File: src/rtl/pe_issue_ctrl.sv
// Issue controller for one pe_cell: feeds LEN operand pairs through the PE, threading the
// accumulator from pe_acc_out back to pe_acc_in, and returns the final accumulator.
package mp_types;
  typedef enum logic [1:0] {
    PREC_INT8 = 2'd0,
    PREC_FP16 = 2'd1,
    PREC_FP32 = 2'd2
  } prec_e;
endpackage

// state   | meaning
// IDLE    | waiting for start
// WAIT_OP | op_ready high, waiting for an operand pair
// WAIT_PE | pe_valid pulse issued, counting down PE latency
// RESULT  | res_valid high until res_ready
module pe_issue_ctrl #(
  parameter mp_types::prec_e PREC   = mp_types::PREC_INT8,
  parameter int              PE_LAT = 1,
  parameter int              LEN_W  = 16
) (
  input  logic                  clk,
  input  logic                  rstn,
  pe_issue_ctrl_if.master       bus
);

  typedef enum logic [1:0] {
    S_IDLE    = 2'd0,
    S_WAIT_OP = 2'd1,
    S_WAIT_PE = 2'd2,
    S_RESULT  = 2'd3
  } state_e;

  localparam logic [3:0] LAT_INIT = 4'(PE_LAT);

  state_e           state, state_nxt;
  logic [LEN_W-1:0] len_reg;
  logic [LEN_W-1:0] cnt;
  logic [LEN_W-1:0] cnt_inc;
  logic [3:0]       lat_cnt;
  logic [31:0]      acc_reg;
  logic [31:0]      pe_a_reg;
  logic [31:0]      pe_b_reg;
  logic [31:0]      pe_acc_in_reg;
  logic             pe_valid_reg;
  logic             op_ready;
  logic             op_fire;
  logic             pe_done;
  logic             start_fire;

  function automatic logic [31:0] mask_op(input logic [31:0] x);
    logic [31:0] r;
    r = x;
    case (PREC)
      mp_types::PREC_INT8: r = {24'b0, x[7:0]};
      mp_types::PREC_FP16: r = {16'b0, x[15:0]};
      default:             r = x;
    endcase
    return r;
  endfunction

  // INT8 accumulates into a full 32-bit integer, so only FP16 narrows the accumulator.
  function automatic logic [31:0] mask_acc(input logic [31:0] x);
    logic [31:0] r;
    r = x;
    if (PREC == mp_types::PREC_FP16) r = {16'b0, x[15:0]};
    return r;
  endfunction

  assign cnt_inc    = cnt + LEN_W'(1);
  assign start_fire = (state == S_IDLE) && bus.start;
  assign op_fire    = (state == S_WAIT_OP) && bus.op_valid;
  assign pe_done    = (state == S_WAIT_PE) && (lat_cnt == 4'd0);

  always_ff @(posedge clk) begin
    if (!rstn) state <= S_IDLE;
    else       state <= state_nxt;
  end

  always_comb begin
    state_nxt = state;
    op_ready  = 1'b0;
    unique case (state)
      S_IDLE: begin
        if (bus.start) state_nxt = (bus.len == '0) ? S_RESULT : S_WAIT_OP;
      end
      S_WAIT_OP: begin
        op_ready = 1'b1;
        if (bus.op_valid) state_nxt = S_WAIT_PE;
      end
      S_WAIT_PE: begin
        if (lat_cnt == 4'd0) state_nxt = (cnt_inc == len_reg) ? S_RESULT : S_WAIT_OP;
      end
      S_RESULT: begin
        if (bus.res_ready) state_nxt = S_IDLE;
      end
      default: state_nxt = S_IDLE;
    endcase
  end

  always_ff @(posedge clk) begin
    if (!rstn) begin
      len_reg       <= '0;
      cnt           <= '0;
      lat_cnt       <= 4'd0;
      acc_reg       <= 32'd0;
      pe_a_reg      <= 32'd0;
      pe_b_reg      <= 32'd0;
      pe_acc_in_reg <= 32'd0;
      pe_valid_reg  <= 1'b0;
    end else begin
      pe_valid_reg <= op_fire;

      if (start_fire) begin
        len_reg <= bus.len;
        acc_reg <= mask_acc(bus.init_acc);
        cnt     <= '0;
      end

      if (op_fire) begin
        pe_a_reg      <= mask_op(bus.op_a);
        pe_b_reg      <= mask_op(bus.op_b);
        pe_acc_in_reg <= acc_reg;
        lat_cnt       <= LAT_INIT;
      end else if ((state == S_WAIT_PE) && (lat_cnt != 4'd0)) begin
        lat_cnt <= lat_cnt - 4'd1;
      end

      // lat_cnt reaches zero in cycle t+PE_LAT, where t is the pe_valid cycle.
      if (pe_done) begin
        acc_reg <= mask_acc(bus.pe_acc_out);
        cnt     <= cnt_inc;
      end
    end
  end

  assign bus.op_ready  = op_ready;
  assign bus.pe_valid  = pe_valid_reg;
  assign bus.pe_a      = pe_a_reg;
  assign bus.pe_b      = pe_b_reg;
  assign bus.pe_acc_in = pe_acc_in_reg;
  assign bus.res_valid = (state == S_RESULT);
  assign bus.res_data  = (state == S_RESULT) ? acc_reg : 32'd0;
  assign bus.busy      = (state != S_IDLE);

endmodule

File: src/rtl/pe_issue_ctrl_if.sv
// Operand, PE and result signals between pe_issue_ctrl and its environment.
// The master modport is the controller; slave is the operand buffer, PE and result consumer.
interface pe_issue_ctrl_if #(
  parameter int LEN_W = 16
);
  logic             start;
  logic [LEN_W-1:0] len;
  logic [31:0]      init_acc;
  logic             op_valid;
  logic             op_ready;
  logic [31:0]      op_a;
  logic [31:0]      op_b;
  logic             pe_valid;
  logic [31:0]      pe_a;
  logic [31:0]      pe_b;
  logic [31:0]      pe_acc_in;
  logic [31:0]      pe_acc_out;
  logic             res_valid;
  logic             res_ready;
  logic [31:0]      res_data;
  logic             busy;

  modport master (
    input  start, len, init_acc, op_valid, op_a, op_b, pe_acc_out, res_ready,
    output op_ready, pe_valid, pe_a, pe_b, pe_acc_in, res_valid, res_data, busy
  );

  modport slave (
    output start, len, init_acc, op_valid, op_a, op_b, pe_acc_out, res_ready,
    input  op_ready, pe_valid, pe_a, pe_b, pe_acc_in, res_valid, res_data, busy
  );
endinterface

File: src/flat_wrapper.sv
// flat-port wrapper written by rule: the top's interface ports become plain ports
module pe_issue_ctrl_flat 
#(
  parameter mp_types::prec_e PREC   = mp_types::PREC_INT8,
  parameter int              PE_LAT = 1,
  parameter int              LEN_W  = 16
)
  (clk, rstn, bus_start, bus_len, bus_init_acc, bus_op_valid, bus_op_a, bus_op_b, bus_pe_acc_out, bus_res_ready, bus_op_ready, bus_pe_valid, bus_pe_a, bus_pe_b, bus_pe_acc_in, bus_res_valid, bus_res_data, bus_busy);
  pe_issue_ctrl_if #(.LEN_W(LEN_W)) bus_i ();
  input  logic clk;
  input  logic rstn;
  input wire logic [$bits(bus_i.start)-1:0] bus_start;
  input wire logic [$bits(bus_i.len)-1:0] bus_len;
  input wire logic [$bits(bus_i.init_acc)-1:0] bus_init_acc;
  input wire logic [$bits(bus_i.op_valid)-1:0] bus_op_valid;
  input wire logic [$bits(bus_i.op_a)-1:0] bus_op_a;
  input wire logic [$bits(bus_i.op_b)-1:0] bus_op_b;
  input wire logic [$bits(bus_i.pe_acc_out)-1:0] bus_pe_acc_out;
  input wire logic [$bits(bus_i.res_ready)-1:0] bus_res_ready;
  output wire logic [$bits(bus_i.op_ready)-1:0] bus_op_ready;
  output wire logic [$bits(bus_i.pe_valid)-1:0] bus_pe_valid;
  output wire logic [$bits(bus_i.pe_a)-1:0] bus_pe_a;
  output wire logic [$bits(bus_i.pe_b)-1:0] bus_pe_b;
  output wire logic [$bits(bus_i.pe_acc_in)-1:0] bus_pe_acc_in;
  output wire logic [$bits(bus_i.res_valid)-1:0] bus_res_valid;
  output wire logic [$bits(bus_i.res_data)-1:0] bus_res_data;
  output wire logic [$bits(bus_i.busy)-1:0] bus_busy;
  assign bus_i.start = bus_start;
  assign bus_i.len = bus_len;
  assign bus_i.init_acc = bus_init_acc;
  assign bus_i.op_valid = bus_op_valid;
  assign bus_i.op_a = bus_op_a;
  assign bus_i.op_b = bus_op_b;
  assign bus_i.pe_acc_out = bus_pe_acc_out;
  assign bus_i.res_ready = bus_res_ready;
  assign bus_op_ready = bus_i.op_ready;
  assign bus_pe_valid = bus_i.pe_valid;
  assign bus_pe_a = bus_i.pe_a;
  assign bus_pe_b = bus_i.pe_b;
  assign bus_pe_acc_in = bus_i.pe_acc_in;
  assign bus_res_valid = bus_i.res_valid;
  assign bus_res_data = bus_i.res_data;
  assign bus_busy = bus_i.busy;
  pe_issue_ctrl #(.PREC(PREC), .PE_LAT(PE_LAT), .LEN_W(LEN_W)) u_core (.clk(clk), .rstn(rstn), .bus(bus_i));
endmodule
File: config.mk
export PLATFORM = sky130hd
export DESIGN_NAME = pe_issue_ctrl_flat
export DESIGN_NICKNAME = d
export VERILOG_FILES = /design/src/rtl/pe_issue_ctrl.sv /design/src/rtl/pe_issue_ctrl_if.sv /design/src/flat_wrapper.sv
export SDC_FILE = /design/constraint.sdc
export NUM_CORES = 1
export LEC_CHECK = 0
export ABC_AREA = 0
export CAP_MARGIN = 20
export CORE_MARGIN = 3
export CORE_UTILIZATION = 44
export DETAILED_ROUTE_END_ITERATION = 16
export PLACE_DENSITY = 0.87
export SLEW_MARGIN = 0
export SYNTH_ARGS = -nofsm -noshare
export SYNTH_HDL_FRONTEND = slang
export SYNTH_SLANG_ARGS = --single-unit
export TNS_END_PERCENT = 50
File: constraint.sdc
create_clock -name clk -period 5.5 [get_ports clk]
set_clock_uncertainty 0.15 [all_clocks]
set_input_delay 1.1 -clock clk [delete_from_list [all_inputs] [get_ports clk]]
set_output_delay 1.1 -clock clk [all_outputs]
set_load 0.005 [all_outputs]
==> results.ini <==
[timing]
setup_ws_ns=2.09
layout_min_cycle_time_ns=3.41
period_share_pct=62.0
hold_viol=0
slew_viol_final=0
grt_setup_unrepaired=no
timing.fmax_ghz=0.293
hold_ws_ns=0.321
slew_headroom_pct=43.0
setup_viol_count_final=0
worst_pin_slew_ns=0.851
fin_tns_setup_ns=0

[min_path]
hp-class=register to register
whs_path_depth=2

[cells_and_area]
n_fill_cell=1027
fin_nets=964
multiInputGateArea_sq_um=2780
diodes=0
fin_cells=994
final_cell_mix=clkdlybuf4s50_1 (184), dfxtp_1 (119), nand2_1 (114)
register_area_sq_um=2380
final_common_cell=clkdlybuf4s50_1
drive_above_1_share_pct=6.78
area_growth_pct=41.9

[global_route]
antenna_found_initial=0
grt_max_degree=84
grt_overflow_total=0
grt_pass1_vias=4984
grtUsageTotal_pct=22.6
grt_pass1_wl_um=25700

[die]
fp-row-count=40
design.core.area_sq_um=12200
floorplan.initialDensity_pct=45.8
io_pins=281
fp.dieArea_sq_um=14100
dieHeight_um=119
die_w_um=119

[clocking]
hold_buffers=0
clk_pin_slew_ns=0.06
post_cts_buffers=0
clk_path_buf_depth=2
clock_sinks=119
ctsResizeCount=0
cts-buffers-inserted=17
clk-insertion-delay-late_ns=0.41
root_buffer=clkbuf_16
h-tree-depth=4
cts_tree=built

[logic_synthesis]
synth_largest_area_cell=dfxtp_1
avgSynthCellArea_sq_um=8.48
yosysUniqueCellTypes=51
synth_edf_count=0
synthArstFlopShare_pct=0
ys_ff_latch=119
synth_ff_type=dfxtp_1
yosysWarningCount=0
yosysSeqAreaShare_pct=42.6
yosys-top-cells-area=dfxtp_1 (43%), nand2_1 (7.7%), a22o_1 (7.5%), buf_4 (6.6%), a311oi_1 (5.3%)
netlist.area_leader.share_pct=42.6
synthCells=659
synth_area_sq_um=5590

[worst_setup_path]
critPathCaptureType=primary output
crit_fanout=37
worst_ep_arrival_time_ns=2.16
setup.worst_path.class=register to primary output
cp-start-kind=register
r2r_cells=8
required_ns=4.25

[drt]
drtIter0Drc=528
ant_nets=0
avgRoutedWirePerCell_um=16.5
wl_um=16400
route.detailed.drc=0
vias_per_cell=5.34
vias=5303
first_pass_iters=5

[power_and_ir_drop]
ir_drop_v=0.000241
p_per_area_nw_per_um2=307
p_leak_nw=3.11
power_mw=2.43

[flow_run]
cap_violations=0

[placement]
numPlacedInstances=962
place_congestion=0.892
hpwl_um=10900
dpl_worst_slack_ns=2.14
io_buffers=184

[outcome]
status=completed

## path summary, 6_finish.rpt
path              slack (ns)               start                 end
hold reg to reg         0.32  u_core.len_reg[15]  u_core.len_reg[15]
setup / recovery        2.09     u_core.state[0]        bus_op_ready
hold / removal          0.32  u_core.len_reg[15]  u_core.len_reg[15]
setup reg to reg        2.75   u_core.lat_cnt[0]      u_core.cnt[11]
## logic make-up (layout without fill, tap and decap cells)
group	Yosys count	count (layout)	share of synthesized area [%]
AO/OA/AOI/OAI	152	152	19.9
flip-flops	119	119	42.6
AND/OR/NAND/NOR	251	251	21.6
other	1	48	0.0671
XOR/XNOR	25	25	3.92
adder cells (fa/ha/maj)	2	2	0.448
buffers and inverters	109	229	11.4
## power by group
group          internal [mW]  total [mW]  switching, mW
combinational          0.145       0.290          0.146
clock                  0.795        1.20          0.408
sequential             0.908       0.941         0.0330
total                   1.85        2.43          0.586
## synthesized netlist by cell type (all sizes together), types with 2 or more instances
cell	n
a21oi	40
inv	5
a2111oi	2
a31oi	3
clkbuf	42
nand2b	2
dfxtp	119
and2	3
nand4	7
and4	2
or2	3
nand3	4
and2b	2
a211oi	2
nor2	54
xnor2	18
nor3	6
or3	4
nand3b	3
and3	34
o21ai	13
a22o	48
xor2	7
a311oi	34
buf	62
nor2b	3
a21o	3
ha	2
nand2	115
nor4	7
## final cells by class
class | count | area share, %
flip-flops and latches | 119 | 30.0
well taps | 168 | 2.65
multi-input cells | 478 | 35.0
inverters | 5 | 0.237
clock inverters | 11 | 2.13
clock buffers | 21 | 5.93
repair buffers | 192 | 24.0
## per-layer routing
layer,global-route usage [%],share of wire [%],up-vias
met5,0,0,-
met4,11.4,2.9,0
met3,6.65,9.2,38
met2,37.5,48,263
met1,26.5,40,2460
li1,-,-,2542
## per-stage QoR
step | instance area [sq um] | utilization, %
after floorplan | 5770 | -
after global placement | 7290 | 59.7
after detailed placement | 7290 | 59.7
after CTS | 7930 | 64.9
after global routing | 7930 | 64.9
final | 7930 | 64.9
## critical path: stages, from the launching register on
cell             delay [ns]
dfxtp_1                0.41
buf_4                  0.36
nor2b_1                0.37
clkdlybuf4s50_1        0.60
Note: power is estimated with default switching activity, not from simulation.
